File: src/rtl/regbank_pkg.sv
// regbank_pkg: shared constants and read-FSM states for the register bank sequencer
package regbank_pkg;
  localparam int DATA_W = 32;
  localparam int NREGS = 16;
  localparam int SEL_W = $clog2(NREGS);
  localparam int X0_IDX = 0;
  typedef enum logic [1:0] {IDLE, RD1, RD2, RESP} rd_state_t;
endpackage

File: src/rtl/regbank_wbuf.sv
// regbank_wbuf: one-entry write buffer; loads on a nonzero-index handshake, drains the following cycle
module regbank_wbuf #(
  parameter int DATA_W = regbank_pkg::DATA_W,
  parameter int SEL_W = regbank_pkg::SEL_W
) (
  input  logic              clk,
  input  logic              reset,
  input  logic              wb_valid,
  input  logic [SEL_W-1:0]  wb_sel,
  input  logic [DATA_W-1:0] wb_data,
  output logic              wb_ready,
  output logic              buf_valid,
  output logic [SEL_W-1:0]  buf_sel,
  output logic [DATA_W-1:0] buf_data
);
  import regbank_pkg::*;
  assign wb_ready = !buf_valid && !reset;
  // a valid entry always owns the port, so it empties on the very next edge
  always_ff @(posedge clk)
    if (reset) begin
      buf_valid <= 1'b0;
      buf_sel <= '0;
      buf_data <= '0;
    end else if (wb_valid && wb_ready && wb_sel != SEL_W'(X0_IDX)) begin
      buf_valid <= 1'b1;
      buf_sel <= wb_sel;
      buf_data <= wb_data;
    end else
      buf_valid <= 1'b0;
endmodule

File: src/rtl/regbank_sequencer.sv
// regbank_sequencer: shares the single-port register bank between two-operand reads and writeback,
// writes take priority and x0 is resolved locally without a port cycle
module regbank_sequencer #(
  parameter int DATA_W = regbank_pkg::DATA_W,
  parameter int NREGS = regbank_pkg::NREGS,
  parameter int SEL_W = $clog2(NREGS)
) (
  input  logic              clk,
  input  logic              reset,
  input  logic              rd_req_valid,
  output logic              rd_req_ready,
  input  logic [SEL_W-1:0]  rs1_sel,
  input  logic [SEL_W-1:0]  rs2_sel,
  output logic              rsp_valid,
  input  logic              rsp_ready,
  output logic [DATA_W-1:0] rs1_data,
  output logic [DATA_W-1:0] rs2_data,
  input  logic              wb_valid,
  output logic              wb_ready,
  input  logic [SEL_W-1:0]  wb_sel,
  input  logic [DATA_W-1:0] wb_data,
  output logic [SEL_W-1:0]  bank_select,
  output logic              bank_write,
  output logic [DATA_W-1:0] bank_data_in,
  input  logic [DATA_W-1:0] bank_data_out
);
  import regbank_pkg::*;
  localparam logic [SEL_W-1:0] X0 = SEL_W'(X0_IDX);
  rd_state_t state, state_n;
  logic [SEL_W-1:0] rs1_q, rs2_q, buf_sel;
  logic [DATA_W-1:0] buf_data;
  logic buf_valid, accept, grant_rd, wr_cyc;
  regbank_wbuf #(.DATA_W(DATA_W), .SEL_W(SEL_W)) u_wbuf (
    .clk(clk), .reset(reset), .wb_valid(wb_valid), .wb_sel(wb_sel), .wb_data(wb_data),
    .wb_ready(wb_ready), .buf_valid(buf_valid), .buf_sel(buf_sel), .buf_data(buf_data)
  );
  assign rd_req_ready = state == IDLE && !reset;
  assign rsp_valid = state == RESP && !reset;
  assign accept = rd_req_valid && rd_req_ready;
  assign grant_rd = !buf_valid && (state == RD1 || state == RD2);
  assign wr_cyc = buf_valid && !reset;
  assign bank_write = wr_cyc;
  assign bank_data_in = wr_cyc ? buf_data : '0;
  assign bank_select = wr_cyc ? buf_sel : (grant_rd && !reset) ? (state == RD1 ? rs1_q : rs2_q) : X0;
  always_comb begin
    state_n = state;
    case (state)
      IDLE: state_n = !accept ? IDLE : rs1_sel != X0 ? RD1 : rs2_sel != X0 ? RD2 : RESP;
      RD1: state_n = !grant_rd ? RD1 : rs2_q != X0 ? RD2 : RESP;
      RD2: state_n = grant_rd ? RESP : RD2;
      RESP: state_n = rsp_ready ? IDLE : RESP;
      default: state_n = IDLE;
    endcase
  end
  // operand data is zeroed on accept so skipped x0 operands read back as 0
  always_ff @(posedge clk)
    if (reset) begin
      state <= IDLE;
      rs1_q <= '0;
      rs2_q <= '0;
      rs1_data <= '0;
      rs2_data <= '0;
    end else begin
      state <= state_n;
      if (accept) begin
        rs1_q <= rs1_sel;
        rs2_q <= rs2_sel;
        rs1_data <= '0;
        rs2_data <= '0;
      end
      if (grant_rd && state == RD1) rs1_data <= bank_data_out;
      if (grant_rd && state == RD2) rs2_data <= bank_data_out;
    end
endmodule

File: config.mk
export PLATFORM = sky130hd
export DESIGN_NAME = regbank_sequencer
export DESIGN_NICKNAME = d
export VERILOG_FILES = /design/src/rtl/regbank_pkg.sv /design/src/rtl/regbank_wbuf.sv /design/src/rtl/regbank_sequencer.sv
export SDC_FILE = /design/constraint.sdc
export NUM_CORES = 1
export LEC_CHECK = 0
export CAP_MARGIN = 20
export CORE_UTILIZATION = 44
export CTS_CLUSTER_DIAMETER = 120
export DETAILED_ROUTE_END_ITERATION = 10
export PLACE_DENSITY = 0.8
export SLEW_MARGIN = 15
export SYNTH_ARGS = -nofsm -noshare
export SYNTH_HDL_FRONTEND = slang
export SYNTH_HIERARCHICAL = 1
export SYNTH_SLANG_ARGS = --single-unit
File: constraint.sdc
create_clock -name clk -period 1.9 [get_ports clk]
set_input_delay 0.38 -clock clk [delete_from_list [all_inputs] [get_ports clk]]
set_output_delay 0.38 -clock clk [all_outputs]
set_load 0.01 [all_outputs]
Word level (Yosys, flattened, before mapping)
Index checks and enable logic that the tools add are counted.
{"block": "op_classes", "n_eq_ne": 3, "muxes": 16, "n_reduce_logical": 21}
{"cell": "two-way mux 32 bit", "count": 4}
{"cell": "nonzero test 4 bit", "count": 4}
{"cell": "two-way mux 4 bit", "count": 3}
{"cell": "logical AND 1 bit", "count": 11}
{"cell": "two-way mux 2 bit", "count": 4}
{"cell": "case mux 2 bit (4 select lines)", "count": 1}
{"cell": "equality test 2 bit (second input constant)", "count": 2}
{"cell": "two-way mux 1 bit", "count": 4}
{"cell": "nonzero test 2 bit", "count": 2}
{"cell": "equality test 2 x 1 -> 1 bit (second input constant)", "count": 1}
{"cell": "zero test 1 bit", "count": 2}
{"cell": "zero test 2 bit", "count": 1}
{"cell": "logical OR 1 bit", "count": 1}
{"block": "totals", "reg_bits": 111, "output_inout_bits": 104, "in_bits": 81}

Depth between registers and ports, before layout
{"block": "depth", "depth_word": 6, "ltp_mapped": 8, "depth_no_buf": 5}

Modules after synthesis
Netlist, hierarchy kept.
{"module": "regbank_sequencer", "cells_each": 401, "instances": 1, "seq_area_each_um2": 1481.4, "area_per_inst_um2": 3170.5}
{"module": "regbank_wbuf", "cells_each": 169, "instances": 1, "seq_area_each_um2": 740.7, "area_per_inst_um2": 1599.0}

Least setup slack after synthesis
Ideal clock, no wire load.
{"block": "synth_path", "path_type": "register to output", "from": "reg state[0]", "to": "out bank_select[0]", "n_path_buf": 0, "slack_ns": 0.185, "path_stages_with_launch": 5, "t_required_ns": 1.520, "arrival_time_ns": 1.335, "path_cell_list": "dfxtp_1 inv_1 ha_1 or3b_1 o21ai_1"}
{"block": "synth_via", "elab_chain_cells": 6, "word_cells_on_any_way": 8, "classes_between": "eq/ne: 2; mux: 3; reduce/logical: 3"}
{"item": "start, declared", "line": "regbank_sequencer.sv:29", "rtl": "rd_state_t state, state_n;"}
{"item": "start signal, assigned", "line": "regbank_sequencer.sv:64", "rtl": "state <= state_n;"}
{"item": "equality test 2 x 1 -> 1 bit or equality test 2 bit (tied branches)", "line": "regbank_sequencer.sv:40, regbank_sequencer.sv:44"}
{"item": "logical OR 1 bit", "line": "regbank_sequencer.sv:40", "rtl": "assign grant_rd = !buf_valid && (state == RD1 || state == RD2);"}
{"item": "logical AND 1 bit", "line": "regbank_sequencer.sv:40"}
{"item": "logical AND 1 bit", "line": "regbank_sequencer.sv:44", "rtl": "assign bank_select = wr_cyc ? buf_sel : (grant_rd && !reset) ? (state == RD1 ? rs1_q : rs2_q) : X0;"}
{"item": "two-way mux 4 bit (*) (2 in series)", "line": "regbank_sequencer.sv:44"}
{"item": "end, declared", "line": "regbank_sequencer.sv:22", "rtl": "output logic [SEL_W-1:0] bank_select,"}
Every way passes the cells marked *; elsewhere a longest branch is shown, timed or not.

Worst setup path in the final report
{"block": "layout_path", "from": "reg state[0]", "to": "out bank_select[2]"}
The elaborated chain is that of the path after synthesis.

==> results.yml <==
routing:
  post_drt_wl_per_cell_um: 16.9
  drc: 0
  viasPerCell: 5.47
  routed_wl_um: 15100
  first_pass_iters: 6
  drt_iter0_markers: 351
  ant_nets: 0
  vias: 4891
synthesis:
  synth.net_count: 656
  ys_warn_count: 6
  postSynthAreaPerCell_sq_um: 8.37
  ys_seq_elements: 111
  ys_types: 34
  syn_inst: 570
  synth_edf_count: 0
  synth_ff_type: "dfxtp_1"
  ys_seq_area_frac: 0.466
  netlist_area_sq_mm: 0.00477
  synthArstFlopShare: 0
job:
  cap_violations: 0
global_route:
  grt_pass1_wl_um: 23100
  antenna_found_initial: 0
  grt_pass1_vias: 4633
  grt_max_degree: 45
  grt_usage: 0.258
  overflow: 0
placement:
  place_congestion: 0.813
  pre_cts_ws_ps: -339
  portBuffers: 184
  dp_hpwl_um: 9970
sta:
  tightest_slew_ps: 507
  finalSetupViolCount: 4
  hold_viol_final: 0
  rsz0062_at_grt: "yes"
  relSlewSlack: 0.662
  fin_skew_ps: 14.0
  fmax_mhz: 468
  finalSetupTns_ps: -897
  final_max_slew_viol_count: 0
  post-route-min-period_ps: 2140
  period_share: 1.12
  fin_ws_ps: -236
clocking:
  clk_path_buf_depth: 2
  clkTransAtPathRegs_ps: 110
  tritoncts: "yes"
  htree_levels: 3
  clk-insertion-delay-late_ps: 370
  cts_root_buf: "clkbuf_8"
  clock-sinks: 111
  cts_buffers: 9
power:
  p_total_mw: 4.65
  p_leak_nw: 2.57
  p_per_area_mw_per_mm2: 659
  ir_worst_vdd_mv: 0.369
floorplan:
  die_y_um: 106
  rows: 37
  ios: 185
  fp.dieW_um: 106
  die_area_sq_mm: 0.0113
  start_util: 0.458
  core_sq_mm: 0.0104
outcome:
  violations: "setup timing"
  run_status: "finished with violations"
finish:
  syn2layout_area_growth_pct: 47.9
  layout-drive-gt1-share: 0.193
  layout_common_cells: "143 x clkdlybuf4s50_1, 108 x dfxtp_1, 91 x a21oi_1"
  fin_nets: 839
  num_antenna_cells: 0
  final_common_cell: "clkdlybuf4s50_1"
  postLayoutCoreUtil: 0.677
worst_hold_path:
  hold_start: "rs2_data[10]$_SDFFE_PP0P_"
  whs_path_depth: 2
  min_to: "rs2_data[10]$_SDFFE_PP0P_"
  hold_path_class: "flip-flop to flip-flop"
critical_path:
  r2r_slack_ps: 220
  cp-start-kind: "flip-flop"
  cp.required_ps: 1520
  arrival_ps: 1760
  rr_worst_depth: 8
  r2r-start: "state[0]$_SDFF_PP0_"
  crit_type: "flip-flop to output port"
  cp_max_fo: 4
  end_kind: "output port"
  reg2reg_to: "rs2_data[17]$_SDFFE_PP0P_"
==> state kept, by name, summed over array words and instances (netlist names) <==
name / cells
u_wbuf/buf_data: 32
state: 2
u_wbuf/buf_sel: 4
rs1_data: 32
rs2_q: 4
u_wbuf/buf_valid: 1
rs2_data: 32
rs1_q: 4
==> power by group <==
group          switching [mW]  internal, mW  total (mW)
Sequential             0.0425          2.41        2.45
Combinational           0.383         0.403       0.785
Clock                   0.862         0.551        1.41
==> per-stage QoR <==
step                      hold WS [ps]  std cells  instance area, sq um
after floorplan                    449        570                  4770
after global placement             453        867                  6850
after detailed placement           459        867                  6850
after CTS                          476        886                  7000
after global routing               490        894                  7050
final                              473        894                  7050
==> critical path, cell delays in order (launching register included) <==
cell and delay, ps:
dfxtp_2 360, inv_2 50, ha_4 260, or3b_4 410
o21ai_2 150, buf_2 150
==> timing repair <==
item	in CTS	in global routing
hold buffers	0	0
endpoints found under the setup margin	40	37
setup buffers	2	5
resized for setup	125	33
pin swaps	5	0
gates cloned	1	4
==> metal layers <==
metal / global-route usage / share of wire / vias to the layer above
met5: 0 / 0 / -
met3: 0.0411 / 0.056 / 52
met4: 0.126 / 0.043 / 0
met1: 0.315 / 0.40 / 2310
li1: - / - / 2324
met2: 0.441 / 0.50 / 205
==> synth_stat cells (all sizes together) (2+ instances only) <==
library cell,number,area [sq um]
and3b,2,17.5
nand2,88,330
or3b,2,17.5
inv,3,11.3
nor2,4,15.0
nand2b,2,12.5
nand3,96,581
nor4,2,33.8
ha,5,62.6
o21ai,40,200
a21oi,101,543
nand3b,11,82.6
clkbuf,29,114
and2,32,200
or4,3,26.3
mux2i,4,40.0
buf,26,163
nor2b,4,25.0
dfxtp,111,2220
==> area by class of cell <==
class                   count  area, sq um
repair buffers            227         2150
inverters                   3         11.3
well taps                 136          170
fillers                   854         3360
clock buffers              10          138
flip-flops and latches    111         2230
clock inverters             6         60.1
multi-input cells         401         2300
==> worst max-delay path by stage <==
stage / cells after the start / end / startpoint / slack [ps]
floorplan: 4 / bank_select[0] / state[0]$_SDFF_PP0_ / 180
global placement: 5 / bank_select[0] / state[0]$_SDFF_PP0_ / -290
detailed placement: 5 / bank_select[2] / state[0]$_SDFF_PP0_ / -340
CTS: 5 / bank_select[1] / state[0]$_SDFF_PP0_ / -220
global route: 5 / bank_select[2] / state[1]$_SDFF_PP0_ / -270
finish: 5 / bank_select[2] / state[0]$_SDFF_PP0_ / -240
==> cells by family after synthesis <==
| kind of cell | share of synthesized area |
|---|---|
| AND/OR/NAND/NOR | 0.285 |
| AO/OA/AOI/OAI | 0.167 |
| flip-flops | 0.466 |
| buffers and inverters | 0.0603 |
| adder cells (fa/ha/maj) | 0.0131 |
| multiplexers | 0.00839 |
Power figures use the tool's default switching activity.
